## src/rtl/demux_nline_reg.sv

```systemverilog
// Registered 1-to-N word demultiplexer with unicast and broadcast routing.
// Each output channel has a one-entry holding register with a valid/ready handshake.
module demux_nline_reg #(
    parameter int WIDTH = 8,
    parameter int N_OUT = 4,
    parameter int SEL_W = $clog2(N_OUT)
) (
    input  logic                   clk,
    input  logic                   rst_n,
    input  logic [WIDTH-1:0]       in_data,
    input  logic [SEL_W-1:0]       in_sel,
    input  logic                   in_bcast,
    input  logic                   in_valid,
    output logic                   in_ready,
    output logic [N_OUT*WIDTH-1:0] out_data,
    output logic [N_OUT-1:0]       out_valid,
    input  logic [N_OUT-1:0]       out_ready,
    output logic                   err_sel,
    input  logic                   err_clr
);

    logic [N_OUT-1:0] can_take;
    logic [N_OUT-1:0] sel_hit;
    logic [N_OUT-1:0] load;
    logic             sel_ok;
    logic             accept;

    // An out-of-range select hits no channel, so the word is simply dropped.
    always_comb begin
        can_take = ~out_valid | out_ready;
        for (int k = 0; k < N_OUT; k++) begin
            sel_hit[k] = (in_sel == SEL_W'(k));
        end
        sel_ok = |sel_hit;

        if (!rst_n) begin
            in_ready = 1'b0;
        end else if (in_bcast) begin
            in_ready = &can_take;
        end else if (sel_ok) begin
            in_ready = |(sel_hit & can_take);
        end else begin
            in_ready = 1'b1;
        end

        accept = in_valid & in_ready;
        if (!accept) begin
            load = '0;
        end else if (in_bcast) begin
            load = '1;
        end else begin
            load = sel_hit;
        end
    end

    // A reload takes priority over a drain so a streaming consumer sees no bubble.
    always_ff @(posedge clk or negedge rst_n) begin
        if (!rst_n) begin
            out_valid <= '0;
            out_data  <= '0;
        end else begin
            for (int k = 0; k < N_OUT; k++) begin
                if (load[k]) begin
                    out_valid[k]                <= 1'b1;
                    out_data[k*WIDTH +: WIDTH]  <= in_data;
                end else if (out_ready[k]) begin
                    out_valid[k] <= 1'b0;
                end
            end
        end
    end

    // Setting wins over clearing when both happen in the same cycle.
    always_ff @(posedge clk or negedge rst_n) begin
        if (!rst_n) begin
            err_sel <= 1'b0;
        end else if (accept && !in_bcast && !sel_ok) begin
            err_sel <= 1'b1;
        end else if (err_clr) begin
            err_sel <= 1'b0;
        end
    end

endmodule

```

## config.mk

```make
export PLATFORM = sky130hd
export DESIGN_NAME = demux_nline_reg
export DESIGN_NICKNAME = d
export VERILOG_FILES = /design/src/rtl/demux_nline_reg.sv
export SDC_FILE = /design/constraint.sdc
export NUM_CORES = 1
export LEC_CHECK = 0
export CORE_ASPECT_RATIO = 1.75
export CORE_MARGIN = 5
export CORE_UTILIZATION = 25
export DETAILED_ROUTE_END_ITERATION = 8
export PLACE_DENSITY_LB_ADDON = 0.2
export RECOVER_POWER = 100
export SETUP_SLACK_MARGIN = 0.02
export SLEW_MARGIN = 0
export SYNTH_ARGS = -nofsm -noshare
export SYNTH_HDL_FRONTEND = slang
export SYNTH_SLANG_ARGS = --single-unit
```

## constraint.sdc

```tcl
create_clock -name clk -period 3.9 [get_ports clk]
set_input_delay 0.39 -clock clk [delete_from_list [all_inputs] [get_ports clk]]
set_output_delay 0.39 -clock clk [all_outputs]
set_load 0.01 [all_outputs]
```

-- Word-level counts from Yosys, hierarchy flattened
Index checks and enable logic that the tools add are counted.
W data, S select, Z words.
- flip-flop bits (word level): 37
- input bits: 19
- output and inout bits: 38
- equal/unequal tests: 3
- mux-type cells: 15
- bitwise gates (word level): 4
- reductions and logical operators: 13
- operator list (operator ; number):
    $mux W1 ; 13
    $reduce_bool A2 Y1 ; 5
    $mux W4 ; 2
    $reduce_or A4 Y1 ; 2
    $and A4 B4 Y4 ; 1
    $eq A2 B2 Y1 const B ; 2
    $not A4 Y4 ; 1
    $or A4 B4 Y4 ; 1
    $reduce_and A4 Y1 ; 1
    $eq A2 B1 Y1 const B ; 1
    $logic_and A1 B1 Y1 ; 2
    $logic_not A1 Y1 ; 2
    $logic_not A2 Y1 ; 1
    $and A1 B1 Y1 ; 1

-- Logic depth before layout (Yosys ltp)
- depth in word-level cells: 11
- depth in mapped cells: 5

-- Worst setup path before layout
OpenSTA, ideal clock, no wires.
- path type: input -> register
- start: in out_ready[3]
- end: reg out_data[0]
- library setup time: 0.125 ns
- arrival time: 1.814 ns
- setup slack: 1.961 ns
- cell stages on the path: 4
- cell sequence: nand2b_4 mux4_2 o211ai_4 mux2_4
- cells in the longest elaborated chain, start to end: 8
- elaborated cells on any way between the ends: 9
- classes of those cells: mux (4); bitwise (3); reduce/logical (2)
- RTL lines (what ; line ; RTL):
    start, declared ; 17 ; input logic [N_OUT-1:0] out_ready,
    $or A4 B4 Y4 * ; 30 ; can_take = ~out_valid | out_ready;
    $and A4 B4 Y4 ; 41 ; in_ready = |(sel_hit & can_take);
    $reduce_or A4 Y1 ; 41 ;
    $mux W1 ; 40 ; end else if (sel_ok) begin
    $mux W1 * ; 38 ; end else if (in_bcast) begin
    $mux W1 * ; 36 ; if (!rst_n) begin
    $and A1 B1 Y1 * ; 46 ; accept = in_valid & in_ready;
    $mux W4 * ; 47 ; if (!accept) begin
    end signal, assigned by index ; 65 ; out_data[k*WIDTH +: WIDTH] <= in_data;
    end, declared ; 15 ; output logic [N_OUT*WIDTH-1:0] out_data,
Mark *: on every way between the ends. The rest lies on a longest branch, timed or not.
A chain may end at the register's enable or synchronous reset.

-- Final worst setup path
- start: in in_sel[0]
- end: reg out_data[15]
- cells in the longest elaborated chain, start to end: 8
- elaborated cells on any way between the ends: 13
- classes of those cells: eq/ne (3); mux (5); bitwise (2); reduce/logical (3)
- RTL lines (what ; line ; RTL):
    start, declared ; 11 ; input logic [SEL_W-1:0] in_sel,
    $eq A2 B1 Y1, or another cell as far along ; 32 ; sel_hit[k] = (in_sel == SEL_W'(k));
    $and A4 B4 Y4 ; 41 ;
    $reduce_or A4 Y1 ; 41 ;
    $mux W1 ; 40 ;
    $mux W1 ; 38 ;
    $mux W1 ; 36 ;
    $and A1 B1 Y1 ; 46 ;
    $mux W4 * ; 47 ;
Marks and branches as above.

==> results.py <==
metrics = {
    "placement": {
        "gp_congestion": 0.771,
        "dp_hpwl_um": 2990,
        "io_buffers": 56,
        "pre_cts_ws_ns": 1.15,
    },
    "logic_synthesis": {
        "synth.distinct_cells": 15,
        "seq_area_frac_synth_pct": 55.6,
        "postSynthAreaPerCell_sq_um": 17.4,
        "yosys_register_bits": 37,
        "synthTopCellsByArea": "dfrtp_1 (56%), mux2_4 (29%), o211ai_4 (5.1%)",
        "syn_area_sq_mm": 0.00167,
        "synth_top_area_cell": "dfrtp_1",
        "synth_top_area_share_pct": 55.6,
        "syn_inst": 96,
        "yosysWarnings": 0,
        "synth_nets": 115,
    },
    "timing": {
        "rsz0062_at_grt": "no",
        "finalClockSkew_ns": 0.00366,
        "worstMarginPinSlew_ns": 1.37,
        "fin_ws_ns": 0.927,
        "post-route-period-util_pct": 76.2,
        "slew-limit-headroom_pct": 8.60,
        "fmax_mhz": 336,
        "finalMaxSlewViolations": 0,
        "setup_violations": 0,
        "tns_ns": 0,
        "hold_violations": 0,
        "fin_crit_ns": 2.97,
        "whs_ns": 0.160,
    },
    "clock_tree": {
        "clockBufferDepth": 2,
        "clk_latency_ns": 0.28,
        "cts_tree": "done",
        "postCtsSetupBuffers": 0,
        "cts.clk_slew.worst_paths_ns": 0.06,
        "numCtsBuffers": 5,
        "cts_hold_buf": 0,
        "cts_root_buf": "clkbuf_16",
        "cts.sinks": 37,
        "htree_levels": 2,
        "post_cts_resized": 0,
    },
    "route": {
        "post_drt_wl_per_cell_um": 17.1,
        "drc": 0,
        "wl_um": 4150,
        "first_iter_violations": 17,
        "drt_pass1_iterations": 3,
        "avgViaCountPerCell": 4.30,
        "ant_nets": 0,
        "route.vias.total": 1041,
    },
    "power_and_ir_drop": {
        "vdd_drop_max_mv": 0.180,
        "p_per_area_mw_per_mm2": 560,
        "p_leak_nw": 1.09,
    },
    "global_routing": {
        "grt_pass1_vias": 1160,
        "grt_usage_pct": 10.8,
        "antenna_found_initial": 0,
        "grt_overflow": 0,
        "grt_max_degree": 40,
        "grt_pass1_wl_um": 6710,
    },
    "setup_path": {
        "worstPathArrival_ns": 3.13,
        "max_stage_delay_ns": 1.08,
        "crit_path_end": "out_data[15]",
        "slowest_stage": "o211ai_1",
        "required_ns": 4.06,
        "crit_start": "in_sel[0]",
        "cp_max_fo": 9,
        "crit_chain": "dlygate4sd3_1 -> mux4_2 -> o211ai_1 -> mux2_2",
        "r2r_start": "out_valid[2]",
        "path_class": "primary input to register",
        "critPathCaptureType": "register",
        "worstRegToRegCells": 4,
        "startpoint_type": "primary input",
        "reg2reg_slack_ns": 1.29,
        "reg2reg_to": "out_data[15]",
    },
    "outcome": {
        "outcome": "finished clean",
    },
    "floorplanning": {
        "io_pins": 57,
        "fp.dieArea_sq_mm": 0.00846,
        "die_w_um": 71.7,
        "rows": 39,
        "fp.coreArea_sq_mm": 0.00654,
        "die_y_um": 118,
        "start_util_pct": 25.5,
    },
    "final_layout": {
        "area_delta_synth_final_pct": 41.3,
        "drive_above_1_share_pct": 27.5,
        "diodes": 0,
        "utilization_pct": 36.0,
        "nNetsFinal": 178,
    },
    "worst_hold_path": {
        "min_path_type": "primary input to async pin",
    },
    "job": {
        "drv_cap": 0,
    },
}
## critical path: cells and delay by family
family | cells | cell delay (ns)
compound gates | 1 | 1.08
buf+inv | 1 | 0.64
mux | 2 | 1.02
## synth_stat cells, drive strengths merged
library cell  instances
a21oi                 4
a41o                  1
buf                   1
dfrtp                37
inv                   1
mux2                 32
mux4                  1
nand2                 5
nand2b                6
nor2                  1
nor2b                 1
o211a                 1
o211ai                4
or2                   1
## power by group
part	internal (W)	total (W)	switching, W
combinational	0.000247	0.000399	0.000151
clock	0.000234	0.000386	0.000152
sequential	0.000480	0.000534	0.0000534
total	0.000962	0.00132	0.000356
## kinds of logic (layout without fill, tap and decap cells)
| kind of cell | Yosys count | in the layout | share of synthesized area [%] |
|---|---|---|---|
| buffers and inverters | 2 | 66 | 0.525 |
| AOI/OAI and AO/OA | 10 | 10 | 7.58 |
| and+or+nand+nor | 14 | 14 | 6.16 |
| DFF | 37 | 37 | 55.6 |
| muxes | 33 | 33 | 30.2 |
## final cells by class
class | count | area, sq um
multi-input combinational | 57 | 621
sequential | 37 | 926
fill | 665 | 4180
inverter | 1 | 3.75
timing repair buffer | 57 | 563
clock inverter | 2 | 10.0
tap | 82 | 103
clock buffer | 6 | 129
## how the worst min path moves through the flow
stage               startpoint           end  slack, ns  cells past startpoint
floorplan                rst_n       err_sel       0.09                      0
global placement         rst_n   out_data[9]       0.47                      2
detailed placement       rst_n   out_data[9]       0.48                      2
CTS                      rst_n  out_data[10]       0.18                      2
global route             rst_n   out_data[9]       0.21                      2
finish                   rst_n   out_data[9]       0.16                      2
## routing by layer
metal  part of all wire (%)  GRT usage, %  vias up  routed length [um]
met5                      0             0        -                   0
met4                    2.5          6.00        0                 104
met3                    5.4          3.42        8                 225
met2                     54          18.3       30                2250
met1                     38          11.5      530                1570
li1                       -             -      473                   -
## stage by stage
step / total power (W) / area [sq um] / instances
2_1_floorplan: 0.000758 / 1670 / 96
3_3_place_gp: 0.00102 / 2330 / 234
3_5_place_dp: 0.00103 / 2330 / 234
4_1_cts: 0.00143 / 2470 / 242
5_1_grt: 0.00139 / 2350 / 242
6_report: 0.00132 / 2350 / 242
## cell usage in the layout (no fill, tap or decap)
cell type | Yosys | layout
a21oi_1 | 4 | 4
a41o_2 | 1 | 1
buf_2 | 1 | 1
buf_4 | 0 | 1
clkbuf_1 | 0 | 1
clkbuf_16 | 0 | 5
clkdlybuf4s50_1 | 0 | 15
clkinv_2 | 0 | 2
dfrtp_1 | 37 | 37
dlygate4sd3_1 | 0 | 40
inv_1 | 1 | 1
mux2_1 | 0 | 4
mux2_2 | 0 | 11
mux2_4 | 32 | 17
mux4_2 | 1 | 1
nand2_1 | 5 | 5
nand2b_1 | 2 | 2
nand2b_4 | 4 | 4
nor2_1 | 1 | 1
nor2b_1 | 1 | 1
o211a_1 | 1 | 1
o211ai_1 | 0 | 4
or2_2 | 1 | 1
## flip-flops by register name, indices dropped and copies added, names as in the netlist
register and count:
out_data 32, out_valid 4, err_sel 1
Note: power is estimated with default switching activity, not from simulation.
